[config.mk]
export PLATFORM = sky130hd
export DESIGN_NAME = uart_cmd_parser
export DESIGN_NICKNAME = d
export VERILOG_FILES = /design/src/rtl/uart_cmd_parser_pkg.sv /design/src/rtl/uart_cmd_parser_hex_decode.sv /design/src/rtl/uart_cmd_parser.sv
export SDC_FILE = /design/constraint.sdc
export NUM_CORES = 1
export LEC_CHECK = 0
export CAP_MARGIN = 20
export CORE_ASPECT_RATIO = 1.1
export CORE_MARGIN = 2
export CORE_UTILIZATION = 39
export DETAILED_ROUTE_END_ITERATION = 6
export GPL_ROUTABILITY_DRIVEN = 0
export GPL_TIMING_DRIVEN = 0
export PLACE_DENSITY_LB_ADDON = 0.05
export SKIP_CTS_REPAIR_TIMING = 1
export SYNTH_ARGS = -nofsm -noshare
export SYNTH_HDL_FRONTEND = slang
export SYNTH_SLANG_ARGS = --single-unit
[constraint.sdc]
create_clock -name clk -period 3 [get_ports clk]
set_input_delay 0.45 -clock clk [delete_from_list [all_inputs] [get_ports clk]]
set_output_delay 0.45 -clock clk [all_outputs]
set_load 0.01 [all_outputs]
[src/rtl/uart_cmd_parser_pkg.sv]
// Shared types and constants for the UART command parser: FSM states,
// error codes and the ASCII characters the parser recognises.
package uart_cmd_pkg;

  typedef enum logic [2:0] {
    IDLE,
    ADDR_HI,
    ADDR_LO,
    DATA_HI,
    DATA_LO,
    WAIT_EOL,
    ISSUE,
    DISCARD
  } state_t;

  localparam logic [1:0] ERR_SYNTAX  = 2'd1;
  localparam logic [1:0] ERR_FRAME   = 2'd2;
  localparam logic [1:0] ERR_TIMEOUT = 2'd3;

  localparam logic [7:0] ASCII_CR   = 8'h0D;
  localparam logic [7:0] ASCII_LF   = 8'h0A;
  localparam logic [7:0] ASCII_W_UP = 8'h57;
  localparam logic [7:0] ASCII_W_LO = 8'h77;
  localparam logic [7:0] ASCII_R_UP = 8'h52;
  localparam logic [7:0] ASCII_R_LO = 8'h72;

  function automatic logic is_eol_char(input logic [7:0] b);
    return (b == ASCII_CR) || (b == ASCII_LF);
  endfunction

endpackage

[src/rtl/uart_cmd_parser_hex_decode.sv]
// Combinational ASCII hex digit decoder: accepts 0-9, A-F and a-f and
// returns the nibble value together with a validity flag.
module hex_ascii_decode (
  input  logic [7:0] ascii,
  output logic [3:0] nibble,
  output logic       is_hex
);

  // Letters A-F/a-f carry their value minus 9 in the low nibble.
  always_comb begin
    nibble = 4'd0;
    is_hex = 1'b0;
    if (ascii >= 8'h30 && ascii <= 8'h39) begin
      nibble = ascii[3:0];
      is_hex = 1'b1;
    end else if ((ascii >= 8'h41 && ascii <= 8'h46) ||
                 (ascii >= 8'h61 && ascii <= 8'h66)) begin
      nibble = ascii[3:0] + 4'd9;
      is_hex = 1'b1;
    end
  end

endmodule

[src/rtl/uart_cmd_parser.sv]
// Parses ASCII "W AA DD <eol>" / "R AA <eol>" commands from a UART byte
// stream and issues one register-bus request per well-formed command.
module uart_cmd_parser
  import uart_cmd_pkg::*;
#(
  parameter int CLK_FREQ   = 50_000_000,
  parameter int TIMEOUT_MS = 10
) (
  input  logic       clk,
  input  logic       rst,
  input  logic       rx_valid,
  input  logic [7:0] rx_byte,
  input  logic       framing_error,
  output logic       req_valid,
  input  logic       req_ready,
  output logic       req_write,
  output logic [7:0] req_addr,
  output logic [7:0] req_wdata,
  output logic       cmd_error,
  output logic [1:0] err_code,
  output logic       busy
);

  localparam int TIMEOUT_CYCLES = CLK_FREQ / 1000 * TIMEOUT_MS;
  localparam int TW = (TIMEOUT_CYCLES > 1) ? $clog2(TIMEOUT_CYCLES) : 1;
  localparam logic [TW-1:0] TC_LAST = TW'(TIMEOUT_CYCLES - 1);

  state_t        state;
  logic [TW-1:0] timer;
  logic          overrun;
  logic [3:0]    nibble;
  logic          is_hex;
  logic          is_eol;
  logic          is_write_cmd;
  logic          is_read_cmd;
  logic          counting;
  logic          tick_out;

  hex_ascii_decode u_hex (
    .ascii  (rx_byte),
    .nibble (nibble),
    .is_hex (is_hex)
  );

  assign is_eol       = is_eol_char(rx_byte);
  assign is_write_cmd = (rx_byte == ASCII_W_UP) || (rx_byte == ASCII_W_LO);
  assign is_read_cmd  = (rx_byte == ASCII_R_UP) || (rx_byte == ASCII_R_LO);
  assign counting     = (state != IDLE) && (state != ISSUE);
  // A byte or framing strobe on the terminal-count cycle beats the timeout.
  assign tick_out     = (timer == TC_LAST) && !rx_valid && !framing_error;
  assign busy         = (state != IDLE);

  always_ff @(posedge clk) begin
    if (rst) begin
      state     <= IDLE;
      req_valid <= 1'b0;
      req_write <= 1'b0;
      req_addr  <= '0;
      req_wdata <= '0;
      cmd_error <= 1'b0;
      err_code  <= '0;
      timer     <= '0;
      overrun   <= 1'b0;
    end else begin
      cmd_error <= 1'b0;

      if (rx_valid || framing_error || !counting) timer <= '0;
      else                                        timer <= timer + 1'b1;

      case (state)
        IDLE: begin
          if (framing_error) begin
            cmd_error <= 1'b1;
            err_code  <= ERR_FRAME;
            state     <= DISCARD;
          end else if (rx_valid) begin
            if (is_write_cmd || is_read_cmd) begin
              req_write <= is_write_cmd;
              req_addr  <= '0;
              req_wdata <= '0;
              state     <= ADDR_HI;
            end else if (!is_eol) begin
              cmd_error <= 1'b1;
              err_code  <= ERR_SYNTAX;
              state     <= DISCARD;
            end
          end
        end

        ADDR_HI, ADDR_LO, DATA_HI, DATA_LO: begin
          if (framing_error) begin
            cmd_error <= 1'b1;
            err_code  <= ERR_FRAME;
            state     <= DISCARD;
          end else if (rx_valid && !is_hex) begin
            cmd_error <= 1'b1;
            err_code  <= ERR_SYNTAX;
            state     <= DISCARD;
          end else if (rx_valid) begin
            case (state)
              ADDR_HI: begin
                req_addr <= {req_addr[3:0], nibble};
                state    <= ADDR_LO;
              end
              ADDR_LO: begin
                req_addr <= {req_addr[3:0], nibble};
                state    <= req_write ? DATA_HI : WAIT_EOL;
              end
              DATA_HI: begin
                req_wdata <= {req_wdata[3:0], nibble};
                state     <= DATA_LO;
              end
              default: begin
                req_wdata <= {req_wdata[3:0], nibble};
                state     <= WAIT_EOL;
              end
            endcase
          end else if (tick_out) begin
            cmd_error <= 1'b1;
            err_code  <= ERR_TIMEOUT;
            state     <= IDLE;
          end
        end

        WAIT_EOL: begin
          if (framing_error) begin
            cmd_error <= 1'b1;
            err_code  <= ERR_FRAME;
            state     <= DISCARD;
          end else if (rx_valid) begin
            if (is_eol) begin
              req_valid <= 1'b1;
              state     <= ISSUE;
            end else begin
              cmd_error <= 1'b1;
              err_code  <= ERR_SYNTAX;
              state     <= DISCARD;
            end
          end else if (tick_out) begin
            cmd_error <= 1'b1;
            err_code  <= ERR_TIMEOUT;
            state     <= IDLE;
          end
        end

        // Bytes arriving while the request is pending are lost; the rest of
        // that line must be thrown away once the request completes.
        ISSUE: begin
          if (rx_valid || framing_error) begin
            cmd_error <= 1'b1;
            err_code  <= ERR_FRAME;
          end
          if (req_ready) begin
            req_valid <= 1'b0;
            overrun   <= 1'b0;
            state     <= (overrun || rx_valid || framing_error) ? DISCARD : IDLE;
          end else if (rx_valid || framing_error) begin
            overrun <= 1'b1;
          end
        end

        DISCARD: begin
          if (rx_valid && !framing_error && is_eol) state <= IDLE;
          else if (tick_out)                        state <= IDLE;
        end

        default: state <= IDLE;
      endcase
    end
  end

endmodule

# After elaboration in Yosys (flattened, before gate mapping)
# Cells that the tools add are included.
[op_classes]
magnitude_cmp = 6
bitwise_logic = 1
n_eq_ne = 32
n_reduce_logical = 38
muxes = 65
add_sub_neg = 2
[ops]
columns = ["operator", "n"]
rows = [
  ["8-bit two-way mux", 11],
  ["3-bit two-way mux", 14],
  ["8-bit by 7-bit equality test with 1-bit output (second input constant)", 4],
  ["8-bit one-hot mux with 2 select lines", 2],
  ["2-bit inequality test (second input constant)", 13],
  ["2-bit two-way mux", 11],
  ["1-bit two-way mux", 20],
  ["19-bit by 1-bit adder with 19-bit output (second input constant)", 1],
  ["19-bit equality test (second input constant)", 1],
  ["8-bit by 4-bit equality test with 1-bit output (second input constant)", 2],
  ["8-bit by 7-bit >= comparator with 1-bit output (second input constant)", 2],
  ["8-bit by 7-bit less-or-equal comparator with 1-bit output (second input constant)", 2],
  ["8-bit AND reduction", 2],
  ["3-bit one-hot mux with 5 select lines", 1],
  ["3-bit equality test (second input constant)", 4],
  ["5-bit AND reduction", 2],
  ["1-bit logical AND", 9],
  ["1-bit logical OR", 9],
  ["3-bit inequality test (second input constant)", 3],
  ["3-bit one-hot mux with 3 select lines", 1],
  ["8-bit by 6-bit >= comparator with 1-bit output (second input constant)", 1],
  ["8-bit by 6-bit less-or-equal comparator with 1-bit output (second input constant)", 1],
  ["4-bit two-way mux", 2],
  ["4-bit inequality test (second input constant)", 2],
  ["17 further kinds", 24],
]
[totals]
wordCells = 153
regBits = 44

# Depth between registers and ports, before layout
# Gate-level depths: netlist of the first run.
[logic_depth]
word_depth = 10
depth_mapped = 8
depth_no_buf = 7

# Hierarchy
# From an unflattened synthesis of the first run, not the netlist that was laid out.
[unflattened]
cells_unflattened = 321
hier_area_um2 = 2608.8
[modules_own_cells]
columns = ["module", "area_each_um2", "instances", "cells_each"]
rows = [
  ["uart_cmd_parser", 2404.8, 1, 296],
  ["hex_ascii_decode", 203.9, 1, 25],
]

# Least setup slack after synthesis of the first run
# OpenSTA, ideal clock, no wires.
[synth_path]
path_kind = "input to register"
startpoint = "input rx_byte[1]"
endpoint = "register req_wdata[4]"
path_stages = 8
setup_slack_ns = 0.837
t_arrival_ns = 2.101
required_time_ns = 2.938
setup_time_ns = 0.062
n_path_buf = 1
path_cell_list = "inv_1 -> ha_1 -> or3b_1 -> and3_1 -> or3_1 -> clkbuf_1 -> a21oi_1 -> a22o_1"
[synth_via]
elab_chain_len = 9
word_cells_on_any_way = 24
cone_classes = "order compare: 6; eq/ne: 6; mux: 2; reduce/logical: 10"
[synth_rtl]
columns = ["element", "line_no", "source"]
rows = [
  ["start, declared", "uart_cmd_parser.sv:12", "input logic [7:0] rx_byte,"],
  ["8-bit by 7-bit >= comparator with 1-bit output, or another cell as far along", "uart_cmd_parser_hex_decode.sv:16", "end else if ((ascii >= 8'h41 && ascii <= 8'h46) ||"],
  ["1-bit logical AND, on equally long branches", "uart_cmd_parser_hex_decode.sv:16, uart_cmd_parser_hex_decode.sv:17", ""],
  ["1-bit logical OR", "uart_cmd_parser_hex_decode.sv:16", ""],
  ["1-bit two-way mux", "uart_cmd_parser_hex_decode.sv:16", ""],
  ["1-bit two-way mux", "uart_cmd_parser_hex_decode.sv:13", "if (ascii >= 8'h30 && ascii <= 8'h39) begin"],
  ["1-bit zero test", "uart_cmd_parser.sv:95", "end else if (rx_valid && !is_hex) begin"],
  ["1-bit logical AND", "uart_cmd_parser.sv:95", ""],
  ["2-bit inequality test (no source line)", "n/a", ""],
  ["8-bit AND reduction (no source line) *", "n/a", ""],
  ["end signal, assigned", "uart_cmd_parser.sv:110", "req_wdata <= {req_wdata[3:0], nibble};"],
  ["end signal, assigned", "uart_cmd_parser.sv:114", "req_wdata <= {req_wdata[3:0], nibble};"],
  ["end, declared", "uart_cmd_parser.sv:18", "output logic [7:0] req_wdata,"],
]
# Every way passes the cells marked *; elsewhere a longest branch is shown, timed or not.
# A chain may end at the register's enable or synchronous reset.

# Final worst setup path of the first run
[layout_path]
startpoint = "input rx_byte[0]"
endpoint = "register req_wdata[4]"
# The elaborated chain is that of the path after synthesis.

==> impl_metrics.py, run 1 <==
metrics = {
    "status": {
        "outcome": "finished, final reports clean",
    },
    "grt": {
        "grt_use_met3_pct": 4.719,
        "grtUsageMet2_pct": 32.86,
        "overflow": 0,
        "grt_busiest_layer": "met2",
        "grt_max_degree": 16,
        "grt_util_met1_pct": 27.38,
        "gr-usage-all-layers_pct": 20.92,
        "grt_pass1_vias": 2531,
        "grt_pass1_wl_um": 12160,
        "antenna_found_initial": 0,
    },
    "sta": {
        "finalHoldWorstSlack_ns": 0.4609,
        "setup-tns-final_ns": 0,
        "max-slew-margin-rel_pct": 46.34,
        "clock_skew_ns": 0.009470,
        "fin_crit_sh_pct": 94.34,
        "slew_viol_final": 0,
        "finalSetupViolations": 0,
        "hold_viol_final": 0,
        "period_minus_slack_ns": 2.830,
        "setup_ws_ns": 0.1699,
        "fmax_ghz": 0.3533,
        "rsz0062_at_grt": "false",
        "tightest_slew_ns": 0.8029,
    },
    "worst_setup_path": {
        "arrival_ns": 3.04,
        "max_stage_delay_ns": 0.58,
        "crit_slowest_cell": "clkdlybuf4s50_1",
        "cp_max_fo": 10,
        "cp-start-kind": "primary input",
        "critPathCaptureType": "flip-flop",
        "path_delay_family": "compound AO/OA/AOI/OAI gates",
        "cp.required_ns": 3.21,
        "worstSetupPathType": "in -> reg",
        "cp_num_buf_inv": 2,
        "crit_top_cell": "a21oi_1",
        "path_cells": "clkdlybuf4s50_1, ha_1, o21bai_1, a21oi_1, or3_1, clkbuf_1, a21oi_1, a22o_1",
    },
    "clock_network": {
        "clk_path_buf_depth": 2,
        "numCtsBuffers": 5,
        "cts.clk_slew.worst_paths_ns": 0.09,
        "cts_tree": "yes",
        "clk_latency_ns": 0.31,
        "htree_levels": 2,
        "clock-sinks": 44,
        "cts-root-buf": "clkbuf_8",
    },
    "synthesis": {
        "yosys_warnings": 0,
        "syn_area_sq_um": 2618,
        "netlist-cell-type-count": 62,
        "synth_top_family_by_area": "simple AND/OR/NAND/NOR gates",
        "avgSynthCellArea_sq_um": 7.860,
        "syn_nets": 351,
        "synth_top_area_share_pct": 33.65,
        "syn-instance-count": 333,
        "synth_ff_type": "dfxtp_1",
        "synth_area_leaders": "dfxtp_1 34%, a21oi_1 5.9%, nor2_1 5.2%",
        "synthXorXnorAreaFrac_pct": 5.354,
        "yosys.area.top_type": "dfxtp_1",
        "synth-adder-area-share_pct": 2.390,
        "synth_edf_count": 0,
        "synthArstFlopShare_pct": 0,
        "synth_seq_cells": 44,
        "synth-compound-area-share_pct": 23.61,
        "synthMuxAreaShare_pct": 1.243,
        "synthSimpleGateAreaFrac_pct": 30.02,
        "seq_area_frac_synth_pct": 33.65,
    },
    "power_and_ir_drop": {
        "cellLeakagePower_nw": 1.013,
        "power_density_nw_per_um2": 603.3,
        "worst_ir_drop_vdd_uv": 234.4,
    },
    "floorplanning": {
        "coreArea_sq_um": 6555,
        "dieHeight_um": 89.92,
        "die_area_sq_um": 7383,
        "ioPinCount": 35,
        "rows": 31,
        "initial_core_util_pct": 39.93,
        "die_w_um": 82.11,
    },
    "finish": {
        "syn_to_final_growth_pct": 21.37,
        "drive_above_1_share_pct": 4.533,
        "num_antenna_cells": 0,
        "fin_cells": 457,
        "num-nets-final": 392,
        "fill_cells": 677,
    },
    "drt": {
        "drt-pass1-iter-count": 4,
        "ant_nets": 0,
        "num_vias": 2658,
        "vias_per_cell": 5.816,
        "drt-initial-drc-count": 162,
        "drc_errors": 0,
        "wl_um": 7318,
        "wl_per_cell_um": 16.01,
    },
    "place": {
        "pre_cts_ws_ns": -0.2989,
        "dp_cells": 449,
        "dp_hpwl_um": 5345,
        "numPortBuffers": 34,
    },
    "hold_path": {
        "min_path_type": "reg -> reg",
    },
    "job": {
        "drv_cap": 0,
    },
}
-- report_power, final --
part           internal, mW  total, mW  switching [mW]  leakage [nW]
clock network         0.251      0.474           0.223        0.0548
logic                 0.275      0.793           0.518         0.601
registers             0.624      0.649          0.0254         0.356
total                  1.15       1.92           0.767          1.01
-- synth_stat cells (6+ instances only) --
cell type  number
nand2_1        26
nor2_1         36
xor2_1          6
nor3_1         10
nand4_1         9
o21ai_0        15
inv_1           7
a21oi_1        31
clkbuf_1       16
nand3_1        21
dfxtp_1        44
xnor2_1        10
-- final cells by class --
class | instances | area (sq um) | area share (%)
well taps | 82 | 102.6 | 3.230
multi-input cells | 263 | 1640 | 51.63
clock buffers | 5 | 68.82 | 2.166
clock inverters | 3 | 46.29 | 1.457
repair buffers | 34 | 340.3 | 10.71
flip-flops and latches | 44 | 880.8 | 27.73
plain buffers | 17 | 63.81 | 2.009
inverters | 9 | 33.78 | 1.063
-- logic make-up after synthesis --
family	count (synthesis)
and+or+nand+nor	144
AOI/OAI and AO/OA	95
DFF	44
buffers and inverters	26
xor gates and xnor gates	16
adders and majority gates	5
muxes	3
-- routing by layer --
| layer | part of all wire (%) | up-vias |
|---|---|---|
| li1 | - | 1321 |
| met1 | 45 | 1226 |
| met2 | 46 | 92 |
| met3 | 5.8 | 19 |
| met4 | 2.6 | 0 |
| met5 | 0 | - |
-- path summary, 6_finish.rpt --
check	startpoint	slack, ns	cells past startpoint	endpoint
worst max-delay path	rx_byte[0]	0.17	8	req_wdata[4]
worst min-delay path	timer[0]	0.46	1	timer[0]
worst max register to register	state[1]	0.40	7	timer[12]
worst min register to register	timer[0]	0.46	1	timer[0]
-- layout by cell type, fill, tap and decap left out, types with 6 or more instances in the layout --
master           Yosys  routed
clkbuf_1            16      16
xor2_1               6       6
o21ai_0             15      15
nand3_1             21      21
dfxtp_1             44      44
xnor2_1             10      10
nand4_1              9       9
inv_1                7       7
nor3_1              10      10
nor2_1              36      36
clkdlybuf4s50_1      0      34
nand2_1             26      26
a21oi_1             31      31
-- registers in the layout, summed over array words and instances, names as in the netlist --
name	count
timer	19
req_addr	8
req_wdata	8
state	3
err_code	2
cmd_error	1
overrun	1
req_valid	1
req_write	1
-- metrics by stage --
step | area [sq um] | power, mW | utilization, %
after floorplan | 2618 | 1.195 | -
after global placement | 3060 | 1.442 | 46.69
after detailed placement | 3060 | 1.433 | 46.69
after CTS | 3176 | 1.916 | 48.44
after global routing | 3177 | 2.044 | 48.46
final | 3177 | 1.916 | 48.46
No activity file was read; power rests on OpenSTA's default activity.
==> inputs of run 2 (changes only) <==
--- a/config.mk
+++ b/config.mk
@@ -8,7 +8,7 @@
 export CAP_MARGIN = 20
 export CORE_ASPECT_RATIO = 1.1
 export CORE_MARGIN = 2
-export CORE_UTILIZATION = 39
+export CORE_UTILIZATION = 30
 export DETAILED_ROUTE_END_ITERATION = 6
 export GPL_ROUTABILITY_DRIVEN = 0
 export GPL_TIMING_DRIVEN = 0
==> run 2 against run 1 <==
  * Critical endpoint unchanged
  * Highest routed layer unchanged
  * Combinational power rose by 1%
  * Cell count increased by 6.6%
  * Flip-flop and latch count did not move
  * Wire length grew 7.1%
  * Total power rose by 1.8%
  * Critical path type unchanged
  * Clock skew up 0.0045 ns
==> impl_metrics.py, run 2 (synthesis gave the netlist of run 1 again) <==
metrics = {
    "power_and_ir_drop": {
        "power_density_nw_per_um2": 603.9,
        "p_int_mw": 1.173,
        "comb_power_share_pct": 41.2,
        "cellLeakagePower_nw": 1.021,
        "power_switching_mw": 0.7790,
        "seqPwrFrac_pct": 33.2,
        "switching_share_pct": 39.91,
        "p_total_mw": 1.952,
        "worst_ir_drop_vdd_uv": 227.2,
        "pwr-share-clk_pct": 25.6,
    },
    "finish": {
        "regMostFlops": "timer",
        "num-nets-final": 393,
        "fin_area_sq_um": 3232,
        "ff_latch_area_sq_um": 880.8,
        "layout_commonest_cell": "dfxtp_1",
        "drive_above_1_share_pct": 5.053,
        "num_antenna_cells": 0,
        "fill_cells": 917,
        "multi_input_area_sq_um": 1649,
        "final_cell_mix": "44 x dfxtp_1, 36 x nor2_1, 34 x clkdlybuf4s50_1",
        "reg.largest.list": "timer x19, req_addr x8, req_wdata x8",
        "syn_to_final_growth_pct": 23.47,
        "largest_reg_flops": 19,
    },
    "place": {
        "numPortBuffers": 34,
        "dp_hpwl_um": 5765,
        "placed_area_sq_um": 3100,
    },
    "drt": {
        "drt-initial-drc-count": 228,
        "wl_per_cell_um": 16.10,
        "num_vias": 2617,
        "wl_um": 7840,
        "ant_nets": 0,
        "drt-pass1-iter-count": 4,
        "drc_errors": 0,
        "vias_per_cell": 5.374,
    },
    "worst_setup_path": {
        "cp.required_ns": 3.25,
        "cp_max_fo": 10,
        "critPathCaptureType": "flip-flop",
        "startpoint": "rx_byte[1]",
        "reg2reg_from": "state[1]",
        "r2r_setup_slack_ns": 0.41,
        "cp-start-kind": "primary input",
        "arrival_ns": 2.99,
        "reg2regPathDepth": 7,
        "worstSetupPathType": "in -> reg",
    },
    "floorplanning": {
        "initial_core_util_pct": 31.13,
        "ioPinCount": 35,
        "die_w_um": 93.06,
        "die_area_sq_um": 9489,
        "dieHeight_um": 102.0,
        "rows": 35,
        "coreArea_sq_um": 8408,
    },
    "grt": {
        "gr-usage-all-layers_pct": 16.46,
        "grt_max_degree": 15,
        "overflow": 0,
        "grt_pass1_vias": 2483,
        "antenna_found_initial": 0,
        "grt_pass1_wl_um": 12520,
    },
    "sta": {
        "fin_crit_sh_pct": 91.26,
        "period_minus_slack_ns": 2.738,
        "tightest_slew_ns": 0.6741,
        "hold_viol_final": 0,
        "rsz0062_at_grt": "false",
        "clock_skew_ns": 0.01394,
        "finalSetupViolations": 0,
        "fmax_ghz": 0.3653,
        "slew_viol_final": 0,
        "max-slew-margin-rel_pct": 55.06,
    },
    "hold_path": {
        "min_path_type": "reg -> reg",
        "hold_path_depth": 1,
        "hp-start": "timer[0]",
    },
    "clock_network": {
        "cts-root-buf": "clkbuf_8",
        "clk_path_buf_depth": 2,
        "cts.clk_slew.worst_paths_ns": 0.09,
        "cts_tree": "yes",
        "clock-sinks": 44,
        "htree_levels": 2,
        "clk_latency_ns": 0.31,
        "numCtsBuffers": 5,
    },
    "job": {
        "drv_cap": 0,
    },
    "status": {
        "outcome": "finished, final reports clean",
    },
}
run 2: cell types whose count changed in the layout (fill, tap and decap cells not counted), sizes merged:
cell      change
inv           -1
clkinv        +1
buf           +1
clkinvlp      -1
clkbuf        +1
run 2: area by class of cell:
cell class / count / area share [%]
Buffer: 17 / 1.974
Clock buffer: 6 / 2.555
Clock inverter: 2 / 1.200
Inverter: 9 / 1.045
Multi-Input combinational cell: 263 / 51.03
Sequential cell: 44 / 27.26
Tap cell: 111 / 4.297
Timing Repair Buffer: 35 / 10.65
run 2: critical path: stages:
cell,delay (ns)
clkdlybuf4s50_1,0.55
inv_1,0.08
ha_1,0.20
or3b_1,0.37
and3_1,0.22
or3_1,0.36
clkbuf_1,0.24
a21oi_1,0.32
a22o_1,0.19
run 2: layer usage:
metal  track usage, %  share of wire, %  up-vias
li1                 -                 -     1325
met1            21.10                46     1215
met2            28.54                48       67
met3            3.319               5.2       10
met4            4.072               1.2        0
met5                0                 0        -
run 2: stage by stage:
stage	instances	setup TNS (ns)	utilization (%)	worst slack [ns]	hold slack, ns
2_1_floorplan	333	0	-	0.8375	0.4176
3_3_place_gp	478	-1.871	36.83	-0.4907	0.4349
3_5_place_dp	479	-0.6908	36.88	-0.1762	0.4452
4_1_cts	487	0	38.32	0.1330	0.4595
5_1_grt	487	0	38.44	0.01965	0.4952
6_report	487	0	38.44	0.2623	0.4586
run 2: final timing paths:
| check | endpoint |
|---|---|
| max | req_wdata[4] |
| min | timer[0] |
| max reg2reg | timer[12] |
| min reg2reg | timer[0] |
run 2: power by group through the flow:
| stage | Combinational, mW | Sequential [mW] | Clock [mW] |
|---|---|---|---|
| floorplan | 0.532 | 0.662 | 0 |
| global placement | 0.799 | 0.660 | 0 |
| detailed placement | 0.783 | 0.661 | 0 |
| CTS | 0.787 | 0.648 | 0.513 |
| global route | 0.888 | 0.652 | 0.530 |
| finish | 0.803 | 0.648 | 0.500 |
==> inputs of run 3 (changes only) <==
--- a/config.mk
+++ b/config.mk
@@ -13,6 +13,7 @@
 export GPL_ROUTABILITY_DRIVEN = 0
 export GPL_TIMING_DRIVEN = 0
 export PLACE_DENSITY_LB_ADDON = 0.05
+export SETUP_SLACK_MARGIN = 0.15
 export SKIP_CTS_REPAIR_TIMING = 1
 export SYNTH_ARGS = -nofsm -noshare
 export SYNTH_HDL_FRONTEND = slang
==> run 3 against run 2 <==
  * Cell count unchanged
  * Sequential share of layout area decreased by 0.053 points
  * First-iteration DRC count increased by 7.5%
  * Register-to-register slack improved by 0.14 ns
  * Clock-buffer cell count unchanged
  * Combinational power about the same
  * Hold slack improved by 0.0030 ns
==> impl_metrics.py, run 3 (synthesis gave the netlist of run 1 again) <==
metrics = {
    "floorplanning": {
        "ioPinCount": 35,
        "coreArea_sq_um": 8408,
        "initial_core_util_pct": 31.13,
        "die_area_sq_um": 9489,
        "die_w_um": 93.06,
        "rows": 35,
        "dieHeight_um": 102.0,
    },
    "clock_network": {
        "htree_levels": 2,
        "numCtsBuffers": 5,
        "cts.clk_slew.worst_paths_ns": 0.10,
        "cts_tree": "yes",
        "clock-sinks": 44,
        "clk_latency_ns": 0.30,
        "cts-root-buf": "clkbuf_8",
        "clk_path_buf_depth": 2,
    },
    "worst_setup_path": {
        "crit_slowest_cell": "clkdlybuf4s50_1",
        "cp_max_fo": 10,
        "arrival_ns": 2.93,
        "path_cells": "clkdlybuf4s50_1, inv_1, ha_1, or3b_1, and3_1, or3_1, clkbuf_1, a311oi_1, a32o_1",
        "cp-start-kind": "primary input",
        "worstSetupPathType": "in -> reg",
        "cp_num_buf_inv": 3,
        "critPathCaptureType": "flip-flop",
        "max_stage_delay_ns": 0.55,
        "path_delay_family": "simple AND/OR/NAND/NOR gates",
        "cp.required_ns": 3.25,
    },
    "power_and_ir_drop": {
        "power_density_nw_per_um2": 601.8,
        "seqPwrFrac_pct": 33.2,
        "comb_power_share_pct": 41.2,
        "switching_share_pct": 39.70,
        "worst_ir_drop_vdd_uv": 227.1,
        "power_switching_mw": 0.7738,
        "p_int_mw": 1.175,
        "cellLeakagePower_nw": 1.027,
        "pwr-share-clk_pct": 25.5,
    },
    "drt": {
        "ant_nets": 0,
        "drt-initial-drc-count": 245,
        "drt-pass1-iter-count": 4,
        "num_vias": 2642,
        "vias_per_cell": 5.425,
        "wl_per_cell_um": 15.97,
        "drc_errors": 0,
        "wl_um": 7779,
    },
    "grt": {
        "overflow": 0,
        "grt_max_degree": 15,
        "grt_pass1_vias": 2483,
        "antenna_found_initial": 0,
        "grt_pass1_wl_um": 12520,
        "gr-usage-all-layers_pct": 16.46,
    },
    "finish": {
        "num_antenna_cells": 0,
        "fin_area_sq_um": 3238,
        "reg.largest.list": "timer x19, req_addr x8, req_wdata x8",
        "regMostFlops": "timer",
        "layout_commonest_cell": "dfxtp_1",
        "fin_cells": 487,
        "largest_reg_flops": 19,
        "syn_to_final_growth_pct": 23.71,
        "final_cell_mix": "44 x dfxtp_1, 36 x nor2_1, 34 x clkdlybuf4s50_1",
        "drive_above_1_share_pct": 5.851,
        "num-nets-final": 393,
    },
    "sta": {
        "slew_viol_final": 0,
        "period_minus_slack_ns": 2.678,
        "hold_viol_final": 0,
        "tightest_slew_ns": 0.6667,
        "rsz0062_at_grt": "false",
        "max-slew-margin-rel_pct": 55.56,
        "fmax_ghz": 0.3734,
        "clock_skew_ns": 0.01181,
        "fin_crit_sh_pct": 89.26,
        "finalSetupViolations": 0,
    },
    "place": {
        "placed_area_sq_um": 3100,
        "dp_cells": 479,
        "numPortBuffers": 34,
        "dp_hpwl_um": 5765,
    },
    "hold_path": {
        "min_path_type": "reg -> reg",
    },
    "status": {
        "outcome": "finished, final reports clean",
    },
    "job": {
        "drv_cap": 0,
    },
}
-- run 3: cell count changes in the layout (fill, tap and decap cells not counted) --
cell	before	now
clkbuf_1	16	14
a21oi_2	1	2
a21oi_1	30	29
clkbuf_2	0	2
-- run 3: worst paths after layout --
| kind | startpoint | end | slack (ns) | depth (start not counted) |
|---|---|---|---|---|
| hold / removal | timer[0] | timer[0] | 0.46 | 1 |
| setup reg to reg | state[1] | timer[17] | 0.55 | 7 |
| hold reg to reg | timer[0] | timer[0] | 0.46 | 1 |
| setup / recovery | rx_byte[1] | err_code[0] | 0.32 | 9 |
-- run 3: per-layer routing --
| metal | routed length, um | global-route usage [%] |
|---|---|---|
| met1 | 3455 | 21.10 |
| met4 | 78 | 4.072 |
| met2 | 3761 | 28.54 |
| met3 | 484 | 3.319 |
| met5 | 0 | 0 |
-- run 3: metrics by stage --
step	util, %	setup WS (ns)	hold WS (ns)	setup TNS (ns)	power (mW)
4_1_cts	38.32	0.1330	0.4595	0	1.949
3_3_place_gp	36.83	-0.4907	0.4349	-1.871	1.459
2_1_floorplan	-	0.8375	0.4176	0	1.195
3_5_place_dp	36.88	-0.1762	0.4452	-0.6908	1.443
6_report	38.51	0.3221	0.4617	0	1.949
5_1_grt	38.51	0.1688	0.4952	0	2.074
-- run 3: worst reg2reg max path, stage by stage, from the launching register on --
cell,delay [ns]
dfxtp_1,0.34
clkbuf_1,0.34
clkbuf_1,0.41
nand2_1,0.27
a21o_1,0.25
nand3_1,0.34
clkbuf_2,0.31
nor2_1,0.07
-- run 3: power groups by stage --
stage	logic (mW)	registers (mW)	clock network [mW]
floorplan	0.532	0.662	0
global placement	0.799	0.660	0
detailed placement	0.783	0.661	0
CTS	0.787	0.648	0.513
global route	0.892	0.652	0.530
finish	0.804	0.648	0.497
-- run 3: area by class of cell --
class | instances | area, sq um
multi-input combinational | 263 | 1653
inverter | 9 | 33.78
clock inverter | 2 | 38.79
sequential | 44 | 880.8
buffer | 17 | 66.31
clock buffer | 6 | 82.58
fill | 918 | 5170
tap | 111 | 138.9
timing repair buffer | 35 | 344.1
